## config.mk

```make
export PLATFORM = sky130hd
export DESIGN_NAME = instr_fetch_unit
export DESIGN_NICKNAME = d
export VERILOG_FILES = /design/src/rtl/instr_fetch_unit.sv
export SDC_FILE = /design/constraint.sdc
export NUM_CORES = 1
export LEC_CHECK = 0
export BUFFER_PORTS_ARGS = -buffer_cell sky130_fd_sc_hd__buf_4
export CORE_MARGIN = 3
export CORE_UTILIZATION = 46
export CTS_CLUSTER_SIZE = 30
export DETAILED_ROUTE_END_ITERATION = 12
export GPL_TIMING_DRIVEN = 0
export PLACE_DENSITY = 0.8
export SLEW_MARGIN = 40
export SYNTH_ARGS = -nofsm -noshare
export SYNTH_HDL_FRONTEND = slang
export SYNTH_SLANG_ARGS = --single-unit
```

## constraint.sdc

```tcl
create_clock -name clk -period 2.4 [get_ports clk]
set_input_delay 0.36 -clock clk [delete_from_list [all_inputs] [get_ports clk]]
set_output_delay 0.36 -clock clk [all_outputs]
set_load 0.05 [all_outputs]
```

## src/rtl/instr_fetch_unit.sv

```systemverilog
// Fetch stage: holds the PC, fetches over a req/ack handshake, latches the instruction
// and forms the next PC from pc+4 or the datapath branch/jump target.
module instr_fetch_unit #(
    parameter int              XLEN     = 32,
    parameter logic [XLEN-1:0] RESET_PC = '0
) (
    input  logic            clk,
    input  logic            rst_n,
    output logic            imem_req,
    output logic [XLEN-1:0] imem_addr,
    input  logic            imem_ack,
    input  logic [XLEN-1:0] imem_rdata,
    input  logic            PCScr,
    input  logic [XLEN-1:0] pc_target,
    input  logic            stall,
    output logic [XLEN-1:0] instr,
    output logic            instr_valid,
    output logic [6:0]      opcode,
    output logic [2:0]      funct3,
    output logic [6:0]      funct7,
    output logic [XLEN-1:0] pc,
    output logic [XLEN-1:0] pc_plus4,
    output logic            misalign_err
);

    typedef enum logic [1:0] {IDLE, REQ, VALID, HALT} state_t;

    localparam logic [XLEN-1:0] NOP = XLEN'(32'h0000_0013);

    state_t state, state_nxt;
    logic   idle_done;
    logic   commit;
    logic   misalign;

    assign commit    = (state == VALID) && !stall;
    assign misalign  = PCScr && (pc_target[1:0] != 2'b00);
    assign pc_plus4  = pc + XLEN'(4);
    assign imem_addr = pc;
    assign opcode    = instr[6:0];
    assign funct3    = instr[14:12];
    assign funct7    = instr[31:25];

    always_ff @(posedge clk) begin
        if (!rst_n) state <= IDLE;
        else        state <= state_nxt;
    end

    // IDLE is held for one full cycle after reset is released before the first request
    always_comb begin
        state_nxt = state;
        case (state)
            IDLE:    if (idle_done) state_nxt = REQ;
            REQ:     if (imem_ack)  state_nxt = VALID;
            VALID:   if (commit)    state_nxt = misalign ? HALT : REQ;
            HALT:    state_nxt = HALT;
            default: state_nxt = IDLE;
        endcase
    end

    always_comb begin
        imem_req    = (state == REQ);
        instr_valid = (state == VALID);
    end

    always_ff @(posedge clk) begin
        if (!rst_n) begin
            pc           <= RESET_PC;
            instr        <= NOP;
            misalign_err <= 1'b0;
            idle_done    <= 1'b0;
        end else begin
            idle_done <= (state == IDLE);
            if (state == REQ && imem_ack)
                instr <= imem_rdata;
            // PC is left alone on a misaligned target so the faulting PC stays visible
            if (commit) begin
                if (!PCScr)        pc           <= pc_plus4;
                else if (!misalign) pc          <= pc_target;
                else               misalign_err <= 1'b1;
            end
        end
    end

endmodule

```

==> summary.txt <==
Yosys
  • Cell variety after synth: 58
  • #FFs+latches synth: 68
  • Sequential share of the synthesized area: 33.66%
  • Syn Inst Count: 526
  • Synthesized area per cell: 7.688 um2
  • Post-synth top flop: dfxtp_1
  • Syn Nets: 596
  • Async SR Flop Fraction: 0%
  • EDFF count, synth: 0
  • Synth Warn #: 0
  • Synthesized area: 0.004044 mm2

Floorplanning
  • CORE AREA: 0.008382 mm2
  • Starting Density: 48.25%
  • Die area: 0.009952 mm2
  • Die Y: 99.76 um
  • Die width: 99.76 um
  • Cell row count: 33
  • I/O Pins: 217

Final layout
  • Commonest non-fill, non-tap cells in the layout: buf_4 (280), nand2_1 (105), a21oi_1 (48)
  • Final Cell Area: 0.006449 mm2
  • Fillers: 607
  • Storage element area: 0.001428 mm2
  • Ratio of cells with drive above 1 in the final layout: 49.74%
  • Area delta synth->final: 59.47%
  • Multi-input logic area: 0.002389 mm2
  • Fin nets: 833
  • Most common cell after layout, fill and taps aside: buf_4
  • N_diodes: 0

Hold path
  • Hold Path Sink: instr[4]$_SDFFE_PN1P_
  • Worst hold path cell count: 3
  • HP Start: imem_rdata[4]
  • Worst Hold Class: input pin to flop

STA
  • Max Freq: 422.6 MHz
  • Fin crit share: 98.59%
  • Max_slew headroom: 55.90%
  • Slew at the pin closest to its max-slew limit: 0.6615 ns
  • Final Max Slew Viols: 0
  • Post-layout min period: 2.366 ns
  • Setup TNS: 0 ns
  • Setup violations, final: 0
  • Final Hold Fails: 0
  • Clk_skew: 0.009709 ns
  • Hold slack final: 0.2170 ns

Setup path
  • Required time worst endpoint: 2.04 ns
  • CP Class: flop to output pin
  • Critical-path top delay cell: dfxtp_2
  • R2R Setup Slk: 0.29 ns
  • Max stage delay on crit path: 0.42 ns
  • Crit-path leading delay family: simple AND/OR/NAND/NOR gates
  • Critical-path cell list: and4_4 -> nand3_4 -> nor4_4 -> xor2_2 -> buf_6
  • WP buf/inv: 1
  • Crit path arrival time: 2.01 ns
  • Crit Path Max Fanout: 7
  • Worst setup SP type: flop
  • Critical R2R Launch: state[1]$_SDFFE_PN0P_
  • CP endpoint kind: output pin
  • Crit path from: imem_addr[19]$_SDFFE_PN0P_
  • Cells on worst reg2reg path: 6
  • Worst r2r dst: imem_addr[23]$_SDFFE_PN0P_

Clocking
  • H-Tree Level Count: 3
  • CTS buffer count: 9
  • Clock buffer depth: 2
  • Clock Pin Slew Worst Setup and Hold Paths: 0.08 ns
  • Clock sinks: 68
  • Post-cts hold buffer count: 0
  • Root Buffer: clkbuf_8
  • Clock Latency Late Sink: 0.35 ns
  • CTS tree: built

Drt
  • Total number of vias: 4,738
  • Initial DRC count: 286
  • Antenna Nets Post-Route: 0
  • WL per Instance: 16.78 um
  • DRT Wirelength: 14,650 um
  • Drt via density: 5.427
  • 1st-pass router iterations: 5
  • DRC: 0

Global route
  • Congestion Overflow GR: 0
  • Largest net degree at the start of global routing: 14
  • Initial antenna violation count: 0
  • Total GRT Usage: 28.31%
  • Number of global-route vias before repair: 4,629
  • First-pass GRT wire length: 22,830 um

Placement
  • Area after DPL: 0.005973 mm2
  • Port Buf Inserts: 216
  • GPL Wtd Cong: 0.8802
  • DP HPWL: 11,020 um

Status
  • Outcome: completed

Power and ir drop
  • Pleak: 3.099 nW
  • Pwr Density: 453.4 mW/mm2
  • Total power: 2.924 mW
  • Maximum vdd ir drop: 449.0 uV

Run
  • MaxCap Viol Count: 0
[cells in the mapped netlist, types with 4 or more instances]
cell | count | area share (%)
dfxtp_1 | 68 | 34
nand2_1 | 110 | 10
nand2b_1 | 6 | 0.93
xor2_1 | 14 | 3.0
clkbuf_1 | 19 | 1.8
nand3_1 | 23 | 2.8
o211ai_1 | 5 | 0.93
xnor2_1 | 13 | 2.8
o41ai_1 | 6 | 1.3
and4_1 | 4 | 0.87
mux2i_1 | 5 | 1.2
a21oi_1 | 48 | 5.9
a31oi_1 | 6 | 0.93
inv_1 | 5 | 0.46
nor2_1 | 26 | 2.4
o31ai_1 | 6 | 1.1
a32o_1 | 8 | 2.0
buf_4 | 54 | 10
nor4_1 | 4 | 0.62
buf_2 | 13 | 1.6
nor3_1 | 6 | 0.74
o21ai_0 | 21 | 2.6
and3_1 | 9 | 1.4
[per-stage QoR]
step           utilization, %  std cells  worst slack, ns
6_report                76.94        873          0.03373
5_1_grt                 76.94        873         -0.04887
4_1_cts                 75.19        867         -0.06379
3_5_place_dp            71.26        847         -0.06758
3_3_place_gp            71.26        847         -0.03902
2_1_floorplan               -        526         -0.01770
[how the worst max path moves through the flow]
stage                               to  slack [ns]  depth (start not counted)
after floorplan           pc_plus4[18]       -0.02                          7
after global placement    pc_plus4[20]       -0.04                          8
after detailed placement  pc_plus4[20]       -0.07                          8
after CTS                 pc_plus4[27]       -0.06                          7
after global routing      pc_plus4[30]       -0.05                          6
final                     pc_plus4[30]        0.03                          5
[power breakdown]
group | leakage [nW] | switching [mW] | internal [mW]
Sequential | 0.569 | 0.0472 | 1.16
Clock | 0.0918 | 0.489 | 0.483
Combinational | 2.44 | 0.476 | 0.266
[what timing repair did]
item                                    CTS  global route
pin swaps                                 2             6
endpoints found under the setup margin   13            17
gates resized for setup                  22            28
buffers inserted                          5             9
[worst min-delay path: cells and delay by family]
| family | cells | cell delay [ns] |
|---|---|---|
| buffers and inverters | 1 | 0.07 |
| and+or+nand+nor | 2 | 0.10 |
[routing by layer]
| metal | part of all wire, % | GRT usage, % | vias to the layer above |
|---|---|---|---|
| met1 | 37 | 34.48 | 2198 |
| met2 | 51 | 48.74 | 253 |
| met3 | 9.7 | 5.750 | 33 |
| li1 | - | - | 2254 |
| met5 | 0 | 0 | - |
| met4 | 2.4 | 11.13 | 0 |
[state kept, by name, indices dropped and copies added, names as in the netlist]
name          flops
idle_done         1
state             2
misalign_err      1
instr            32
imem_addr        32
[cells by family after synthesis]
family,synth area share (%)
AO/OA/AOI/OAI,18.26
XOR/XNOR,5.848
adder cells (fa/ha/maj),0.3094
buffers and inverters,14.05
flip-flops,33.66
multiplexers,1.238
AND/OR/NAND/NOR,26.64
[area by class of cell]
type                            instances  share of cell area [%]
Multi-Input combinational cell        365                   37.04
Timing Repair Buffer                  230                   26.95
Sequential cell                        68                   22.14
Buffer                                 83                   8.401
Tap cell                              105                   2.037
Clock buffer                            9                   1.921
Clock inverter                          7                   1.164
Inverter                                6                  0.3492
Power figures use the tool's default switching activity.
